[src/rtl/dpi_stream_ctx_engine_pkg.sv]
// Shared defaults and helpers for the per-stream DFA context engine and its
// sibling regex wrappers. No ports; imported by the interface and the top.
package dpi_stream_ctx_engine_pkg;

    localparam int DEF_ST_W    = 11;  // DFA state width
    localparam int DEF_SID_W   = 6;   // stream ID width
    localparam int DEF_CNT_W   = 16;  // match counter width
    localparam int DEF_DFA_LAT = 1;   // DFA char-to-result latency

    function automatic int num_streams(input int sid_w);
        return 1 << sid_w;
    endfunction

    // Cycles from eop to the commit cycle: one input register stage, the DFA
    // latency, and one output register stage.
    function automatic int commit_depth(input int dfa_lat);
        return dfa_lat + 2;
    endfunction

endpackage

[src/rtl/dpi_stream_ctx_engine_if.sv]
// Bus between the context engine and an external regex DFA core.
//  master (engine side): drives dfa_char/dfa_char_vld/dfa_state_in/dfa_state_vld,
//                        receives dfa_state_out/dfa_accept
//  slave  (DFA side)   : the mirror image
interface dpi_stream_ctx_engine_if
    import dpi_stream_ctx_engine_pkg::*;
#(
    parameter int ST_W = DEF_ST_W
);
    logic [7:0]      dfa_char;
    logic            dfa_char_vld;
    logic [ST_W-1:0] dfa_state_in;
    logic            dfa_state_vld;
    logic [ST_W-1:0] dfa_state_out;
    logic            dfa_accept;

    modport master (
        output dfa_char, dfa_char_vld, dfa_state_in, dfa_state_vld,
        input  dfa_state_out, dfa_accept
    );

    modport slave (
        input  dfa_char, dfa_char_vld, dfa_state_in, dfa_state_vld,
        output dfa_state_out, dfa_accept
    );
endinterface

[src/rtl/dpi_stream_ctx_engine_sdp_ram.sv]
// Simple dual-port RAM, one write port and one registered read port.
// Read-first: a read and a write to the same address in one cycle return the
// old contents. Contents are never reset.
//  clk           clock
//  we/waddr/wdata write port
//  re/raddr      read request; rdata valid the cycle after re
module dpi_stream_ctx_engine_sdp_ram #(
    parameter int DW = 16,
    parameter int AW = 6
) (
    input  logic          clk,
    input  logic          we,
    input  logic [AW-1:0] waddr,
    input  logic [DW-1:0] wdata,
    input  logic          re,
    input  logic [AW-1:0] raddr,
    output logic [DW-1:0] rdata
);
    localparam int DEPTH = 1 << AW;

    logic [DW-1:0] mem [DEPTH];
    logic [DW-1:0] rdata_q;

    always_ff @(posedge clk) begin
        if (re) begin
            rdata_q <= mem[raddr];
        end
        if (we) begin
            mem[waddr] <= wdata;
        end
    end

    assign rdata = rdata_q;
endmodule

[src/rtl/dpi_stream_ctx_engine.sv]
// Per-stream context wrapper around an external regex DFA core.
// Saves/restores DFA state per stream, registers all DFA I/O, delays eop to
// line up with the DFA result so the last byte's match is counted, and keeps
// saturating per-stream and global match counts.
//  clk, rst_n                 clock, synchronous active-low reset
//  load_state/stream_id/new_stream_id   packet start and context select
//  char_in/char_in_vld        payload bytes
//  eop/enable                 packet end; enable=1 commits state and count
//  busy/fired/count           commit in flight, sticky match, global count
//  rd_en/rd_sid/rd_count      per-stream count readout (1-cycle latency)
//  dfa                        bus to the DFA core (master side)
module dpi_stream_ctx_engine
    import dpi_stream_ctx_engine_pkg::*;
#(
    parameter int ST_W    = DEF_ST_W,
    parameter int SID_W   = DEF_SID_W,
    parameter int CNT_W   = DEF_CNT_W,
    parameter int DFA_LAT = DEF_DFA_LAT
) (
    input  logic             clk,
    input  logic             rst_n,
    input  logic             load_state,
    input  logic [SID_W-1:0] stream_id,
    input  logic             new_stream_id,
    input  logic [7:0]       char_in,
    input  logic             char_in_vld,
    input  logic             eop,
    input  logic             enable,
    output logic             busy,
    output logic             fired,
    output logic [CNT_W-1:0] count,
    input  logic             rd_en,
    input  logic [SID_W-1:0] rd_sid,
    output logic [CNT_W-1:0] rd_count,
    dpi_stream_ctx_engine_if.master dfa
);
    localparam int D = commit_depth(DFA_LAT);
    localparam logic [CNT_W-1:0] CNT_MAX = '1;

    function automatic logic [CNT_W-1:0] sat_inc(input logic [CNT_W-1:0] x, input logic inc);
        return (x == CNT_MAX) ? x : x + {{(CNT_W-1){1'b0}}, inc};
    endfunction

    logic                        load_q, load_d, new_q, new_d;
    logic [7:0]                  char_q, char_d;
    logic                        char_vld_q, char_vld_d;
    logic [ST_W-1:0]             state_in_q, state_in_d;
    logic                        state_vld_q, state_vld_d;
    logic                        accept_r_q, accept_r_d;
    logic [ST_W-1:0]             state_r_q, state_r_d;
    logic                        fired_q, fired_d;
    logic [CNT_W-1:0]            count_q, count_d;
    logic [D-1:0]                pipe_vld_q, pipe_vld_d, pipe_en_q, pipe_en_d;
    logic [D-1:0][SID_W-1:0]     pipe_sid_q, pipe_sid_d;
    logic                        rd_pend_q, rd_pend_d, rd_issued_q, rd_issued_d;
    logic [SID_W-1:0]            rd_pend_sid_q, rd_pend_sid_d;
    logic [CNT_W-1:0]            rd_hold_q, rd_hold_d;

    logic                        commit, commit_wr, hit, rmw_rd, rd_req, cnt_re;
    logic [SID_W-1:0]            commit_sid, rd_req_sid, cnt_raddr;
    logic [ST_W-1:0]             ctx_rdata;
    logic [CNT_W-1:0]            cnt_rdata, cnt_wdata;

    always_comb begin
        load_d      = load_state;
        new_d       = new_stream_id;
        char_d      = char_in;
        char_vld_d  = char_in_vld;
        accept_r_d  = dfa.dfa_accept;
        state_r_d   = dfa.dfa_state_out;
        // Context RAM data arrives the cycle after load_state; present it (or
        // the fresh-stream state 0) one cycle later alongside the first byte.
        state_vld_d = load_q;
        state_in_d  = load_q ? (new_q ? '0 : ctx_rdata) : state_in_q;

        // The last stage of the eop pipe lines up with accept_r/state_r of
        // the packet's final byte.
        commit     = pipe_vld_q[D-1];
        commit_wr  = commit & pipe_en_q[D-1];
        commit_sid = pipe_sid_q[D-1];
        hit        = fired_q | accept_r_q;

        fired_d = fired_q;
        if (load_state || commit) begin
            fired_d = 1'b0;
        end else if (accept_r_q) begin
            fired_d = 1'b1;
        end

        count_d    = commit_wr ? sat_inc(count_q, hit) : count_q;
        pipe_vld_d = {pipe_vld_q[D-2:0], eop};
        pipe_en_d  = {pipe_en_q[D-2:0], enable};
        pipe_sid_d = {pipe_sid_q[D-2:0], stream_id};

        // Count RAM read port: the commit read-modify-write owns it the cycle
        // before the write; a readout request landing there retries next
        // cycle. A fresh rd_en takes precedence over a pending retry.
        rmw_rd        = pipe_vld_q[D-2];
        rd_req        = rd_en | rd_pend_q;
        rd_req_sid    = rd_en ? rd_sid : rd_pend_sid_q;
        cnt_re        = rmw_rd | rd_req;
        cnt_raddr     = rmw_rd ? pipe_sid_q[D-2] : rd_req_sid;
        rd_pend_d     = rmw_rd & rd_req;
        rd_pend_sid_d = rd_req_sid;
        rd_issued_d   = ~rmw_rd & rd_req;
        rd_hold_d     = rd_count;
        cnt_wdata     = sat_inc(cnt_rdata, hit);
    end

    always_ff @(posedge clk) begin
        if (!rst_n) begin
            load_q        <= 1'b0;
            new_q         <= 1'b0;
            char_q        <= '0;
            char_vld_q    <= 1'b0;
            state_in_q    <= '0;
            state_vld_q   <= 1'b0;
            accept_r_q    <= 1'b0;
            state_r_q     <= '0;
            fired_q       <= 1'b0;
            count_q       <= '0;
            pipe_vld_q    <= '0;
            pipe_en_q     <= '0;
            pipe_sid_q    <= '0;
            rd_pend_q     <= 1'b0;
            rd_pend_sid_q <= '0;
            rd_issued_q   <= 1'b0;
            rd_hold_q     <= '0;
        end else begin
            load_q        <= load_d;
            new_q         <= new_d;
            char_q        <= char_d;
            char_vld_q    <= char_vld_d;
            state_in_q    <= state_in_d;
            state_vld_q   <= state_vld_d;
            accept_r_q    <= accept_r_d;
            state_r_q     <= state_r_d;
            fired_q       <= fired_d;
            count_q       <= count_d;
            pipe_vld_q    <= pipe_vld_d;
            pipe_en_q     <= pipe_en_d;
            pipe_sid_q    <= pipe_sid_d;
            rd_pend_q     <= rd_pend_d;
            rd_pend_sid_q <= rd_pend_sid_d;
            rd_issued_q   <= rd_issued_d;
            rd_hold_q     <= rd_hold_d;
        end
    end

    dpi_stream_ctx_engine_sdp_ram #(.DW(ST_W), .AW(SID_W)) u_ctx_ram (
        .clk(clk), .we(commit_wr), .waddr(commit_sid), .wdata(state_r_q),
        .re(load_state), .raddr(stream_id), .rdata(ctx_rdata)
    );

    dpi_stream_ctx_engine_sdp_ram #(.DW(CNT_W), .AW(SID_W)) u_cnt_ram (
        .clk(clk), .we(commit_wr), .waddr(commit_sid), .wdata(cnt_wdata),
        .re(cnt_re), .raddr(cnt_raddr), .rdata(cnt_rdata)
    );

    // rd_count follows the RAM output only in the cycle after a readout;
    // otherwise it holds, so RMW reads never disturb it.
    assign rd_count          = rd_issued_q ? cnt_rdata : rd_hold_q;
    assign busy              = |pipe_vld_q;
    assign fired             = fired_q;
    assign count             = count_q;
    assign dfa.dfa_char      = char_q;
    assign dfa.dfa_char_vld  = char_vld_q;
    assign dfa.dfa_state_in  = state_in_q;
    assign dfa.dfa_state_vld = state_vld_q;
endmodule

[src/flat_wrapper.sv]
// flat-port wrapper written by rule: the top's interface ports become plain ports
module dpi_stream_ctx_engine_flat import dpi_stream_ctx_engine_pkg::*;
#(
    parameter int ST_W    = DEF_ST_W,
    parameter int SID_W   = DEF_SID_W,
    parameter int CNT_W   = DEF_CNT_W,
    parameter int DFA_LAT = DEF_DFA_LAT
)
  (clk, rst_n, load_state, stream_id, new_stream_id, char_in, char_in_vld, eop, enable, busy, fired, count, rd_en, rd_sid, rd_count, dfa_dfa_char, dfa_dfa_char_vld, dfa_dfa_state_in, dfa_dfa_state_vld, dfa_dfa_state_out, dfa_dfa_accept);
  dpi_stream_ctx_engine_if #(.ST_W(ST_W)) dfa_i ();
  input  logic clk;
  input  logic rst_n;
  input  logic load_state;
  input  logic [SID_W-1:0] stream_id;
  input  logic new_stream_id;
  input  logic [7:0] char_in;
  input  logic char_in_vld;
  input  logic eop;
  input  logic enable;
  output logic busy;
  output logic fired;
  output logic [CNT_W-1:0] count;
  input  logic rd_en;
  input  logic [SID_W-1:0] rd_sid;
  output logic [CNT_W-1:0] rd_count;
  output wire logic [$bits(dfa_i.dfa_char)-1:0] dfa_dfa_char;
  output wire logic [$bits(dfa_i.dfa_char_vld)-1:0] dfa_dfa_char_vld;
  output wire logic [$bits(dfa_i.dfa_state_in)-1:0] dfa_dfa_state_in;
  output wire logic [$bits(dfa_i.dfa_state_vld)-1:0] dfa_dfa_state_vld;
  input wire logic [$bits(dfa_i.dfa_state_out)-1:0] dfa_dfa_state_out;
  input wire logic [$bits(dfa_i.dfa_accept)-1:0] dfa_dfa_accept;
  assign dfa_dfa_char = dfa_i.dfa_char;
  assign dfa_dfa_char_vld = dfa_i.dfa_char_vld;
  assign dfa_dfa_state_in = dfa_i.dfa_state_in;
  assign dfa_dfa_state_vld = dfa_i.dfa_state_vld;
  assign dfa_i.dfa_state_out = dfa_dfa_state_out;
  assign dfa_i.dfa_accept = dfa_dfa_accept;
  dpi_stream_ctx_engine #(.ST_W(ST_W), .SID_W(SID_W), .CNT_W(CNT_W), .DFA_LAT(DFA_LAT)) u_core (.clk(clk), .rst_n(rst_n), .load_state(load_state), .stream_id(stream_id), .new_stream_id(new_stream_id), .char_in(char_in), .char_in_vld(char_in_vld), .eop(eop), .enable(enable), .busy(busy), .fired(fired), .count(count), .rd_en(rd_en), .rd_sid(rd_sid), .rd_count(rd_count), .dfa(dfa_i));
endmodule
[config.mk]
export PLATFORM = sky130hd
export DESIGN_NAME = dpi_stream_ctx_engine_flat
export DESIGN_NICKNAME = d
export VERILOG_FILES = /design/src/rtl/dpi_stream_ctx_engine_pkg.sv /design/src/rtl/dpi_stream_ctx_engine_if.sv /design/src/rtl/dpi_stream_ctx_engine_sdp_ram.sv /design/src/rtl/dpi_stream_ctx_engine.sv /design/src/flat_wrapper.sv
export SDC_FILE = /design/constraint.sdc
export NUM_CORES = 2
export LEC_CHECK = 0
export ABC_AREA = 1
export CAP_MARGIN = 25
export CORE_MARGIN = 2
export CORE_UTILIZATION = 37
export DETAILED_ROUTE_END_ITERATION = 16
export GPL_ROUTABILITY_DRIVEN = 0
export PLACE_DENSITY = 0.64
export SYNTH_ARGS = -nofsm -noshare
export SYNTH_HDL_FRONTEND = slang
export SYNTH_SLANG_ARGS = --single-unit
[constraint.sdc]
create_clock -name clk -period 4 [get_ports clk]
set_input_delay 0.8 -clock clk [delete_from_list [all_inputs] [get_ports clk]]
set_output_delay 0.8 -clock clk [all_outputs]
set_load 0.02 [all_outputs]
==> out/results.ini <==
[clocking]
cts_sinks=1855
hold_buffers=0
clkLatencyLatePin_ns=0.83
clock_path_buffers=3
post_cts_buffers=0
cts_max_level=4
tritoncts=done
cts_resized=0
clk_pin_slew_ns=0.06
cts_root_buf=clkbuf_16
cts_buffers=186

[timing]
relSlewSlack_pct=31.90
finalSetupViolCount=0
min_period_ns=3.411
final.setup.tns_ns=0
fin_crit_sh_pct=85.27
tightest_slew_ns=1.020
clock_skew_ns=0.03271
drv_slew=0
fmax_mhz=293.2
grt_setup_unrepaired=no
hold_viol=0

[synth]
ys_warn_count=0
syn_avg_cell_area_sq_um=11.17
synth_edf_count=1755
netlist_area_sq_um=77250
syn_nets=6958
async_flop_share_pct=0
synth_seq_area_share_pct=70.81
synth-seq-cells=1855
synth_cells=6914
synthFlopType=edfxtp_1
netlist-cell-type-count=32

[finish]
fin_cells=9975
fill_cells=19110
area_growth_pct=15.42
antenna_cells=0
nNetsFinal=7081
drive_above_1_share_pct=8.418
post-route-util_pct=43.02

[routing]
dr.pass1.iters=6
avgRoutedWirePerCell_um=21.94
vias=52770
ant_nets=0
drt_iter0_drc=6797
drc=0
viasPerCell=5.290
wl_um=218800

[pwr]
vdd_drop_max_mv=0.4655
power.density_nw_per_um2=477.4
leakagePower_uw=0.03400
p_total_uw=42570

[critical_path]
startpoint_type=flop
worstSetupPathType=flop to output pin
critPathArrivalTime_ns=2.61
reg2reg_to=u_core.u_cnt_ram.mem[15][4]
cp_max_fo=17
r2r_cells=9
rr_startpoint=u_core.u_cnt_ram.rdata[7]
critPathRequiredTime_ns=3.20
endpoint_kind=output pin
r2r_slack_ns=0.81

[grt]
track_usage_pct=20.26
grt_max_degree=144
grt_overflow=0
grt_pass1_wl_um=323800
grt_pass1_vias=50240
antenna_found_initial=2

[place]
dp_cells=9637
dp_hpwl_um=126800
port_buffers=94

[floorplanning]
start_util_pct=37.27
die_h_um=460.9
row_count=167
die-width_um=460.9
num_io_pins=95
fp.dieArea_sq_um=212500
core_sq_um=207300

[min_path]
whs_path_depth=2
holdPathEnd=u_core.pipe_sid_d[13]
worstHoldStart=u_core.pipe_sid_d[7]
min_path_type=flop to flop

[run_status]
status=finished, final reports clean

[run]
drv_cap=0

[routing by layer]
layer	vias to the layer above	share of wire [%]	GRT usage (%)
li1	23940	-	-
met1	25950	41	27.75
met2	2447	47	32.65
met3	433	8.5	3.208
met4	0	3.4	7.168
met5	-	0	0
[through the flow]
step / hold slack [ns] / cell area, sq um / setup WS [ns]
2_1_floorplan: 0.3905 / 77250 / 0.2069
3_3_place_gp: 0.3928 / 83530 / 0.09204
3_5_place_dp: 0.4002 / 83530 / 0.05259
4_1_cts: 0.4142 / 89160 / 0.5250
5_1_grt: 0.4357 / 89160 / 0.3504
6_report: 0.4113 / 89160 / 0.5893
[worst max-delay path by stage]
| stage | startpoint | endpoint | slack (ns) | cells after the start |
|---|---|---|---|---|
| 6_report | u_core.rd_issued_q | rd_count[6] | 0.59 | 4 |
| 5_1_grt | u_core.rd_issued_q | rd_count[0] | 0.35 | 4 |
| 4_1_cts | u_core.rd_issued_q | rd_count[14] | 0.52 | 4 |
| 3_5_place_dp | rd_en | u_core.u_cnt_ram.rdata[8] | 0.05 | 15 |
| 3_3_place_gp | rd_en | u_core.u_cnt_ram.rdata[6] | 0.09 | 15 |
| 2_1_floorplan | u_core.fired | u_core.u_cnt_ram.mem[0][12] | 0.21 | 8 |
[power by group]
| group | total (uW) | leakage (uW) | internal (uW) | switching (uW) |
|---|---|---|---|---|
| Clock | 16400 | 0.00273 | 9080 | 7300 |
| Combinational | 4170 | 0.0141 | 1130 | 3040 |
| Sequential | 22000 | 0.0172 | 21800 | 182 |
| Total | 42600 | 0.0340 | 32000 | 10500 |
[logic make-up after synthesis]
group	Yosys count	share of synthesized area (%)
flip-flops	1855	70.81
XOR/XNOR	19	0.2154
multiplexers	3	0.03887
buffers and inverters	1308	6.610
adder cells (fa/ha/maj)	4	0.06479
AO/OA/AOI/OAI	683	4.762
AND/OR/NAND/NOR	3042	17.50
[flip-flops by register name (all words and copies together) (netlist names), 3 cells and up]
name / count
u_core.dfa.dfa_state_in: 11
u_core.pipe_sid_d: 12
u_core.state_r_q: 11
u_core.count: 16
u_core.u_ctx_ram.rdata: 11
u_core.u_ctx_ram.mem: 704
u_core.u_cnt_ram.rdata: 16
u_core.dfa.dfa_char: 8
u_core.rd_pend_sid_q: 6
u_core.commit_sid: 6
u_core.pipe_vld_q: 3
u_core.pipe_en_q: 3
u_core.u_cnt_ram.mem: 1024
u_core.rd_hold_q: 16
[critical path: stages, from the launching register on]
cell and delay, ns:
dfxtp_1 0.63, inv_1 0.37, nand2_1 0.18, nand2_1 0.07, clkdlybuf4s50_1 0.54
[cells in the mapped netlist, types with 4 or more instances]
library cell | count | area (sq um)
inv_1 | 885 | 3322
or2_2 | 5 | 31.28
a21oi_1 | 51 | 255.2
buf_2 | 148 | 740.7
o211ai_1 | 7 | 52.55
xor2_1 | 13 | 113.9
nor2_1 | 481 | 1805
nor3_1 | 8 | 40.04
buf_1 | 45 | 168.9
o221ai_1 | 7 | 61.31
nand3b_1 | 160 | 1201
inv_2 | 4 | 15.01
nand4_1 | 14 | 87.58
o21ai_0 | 445 | 2227
ha_1 | 4 | 50.05
o22ai_1 | 169 | 1057
edfxtp_1 | 1755 | 52700
nand3_1 | 1114 | 5575
nor4_1 | 12 | 75.07
xnor2_1 | 6 | 52.55
clkbuf_1 | 220 | 825.8
nand2_1 | 1244 | 4669
dfxtp_1 | 100 | 2002
[final cells by class]
| type | instances | area (sq um) | share of cell area, % |
|---|---|---|---|
| Timing Repair Buffer | 351 | 3786 | 4.246 |
| Tap cell | 2788 | 3488 | 3.912 |
| Multi-Input combinational cell | 3751 | 18180 | 20.39 |
| Inverter | 892 | 3358 | 3.766 |
| Clock inverter | 81 | 616.8 | 0.6918 |
| Sequential cell | 1855 | 54720 | 61.37 |
| Clock buffer | 257 | 5015 | 5.624 |
[placed cells by master (no fill, tap or decap), types with 8 or more instances in the layout]
cell type,Yosys,routed
buf_4,3,185
nand2_1,1244,1240
clkdlybuf4s50_1,0,89
nor4_1,12,12
o21ai_0,445,441
clkinv_1,3,44
nor2_4,0,64
edfxtp_1,1755,1755
buf_12,0,74
dfxtp_1,100,89
nand3b_1,160,160
clkbuf_16,0,189
nand3_1,1114,1111
nor2_1,481,417
dfxtp_2,0,11
o22ai_1,169,169
a21oi_1,51,51
nor3_1,8,8
inv_1,885,884
clkinv_2,0,20
nand4_1,14,14
clkbuf_1,220,65
No activity file was read; power rests on OpenSTA's default activity.
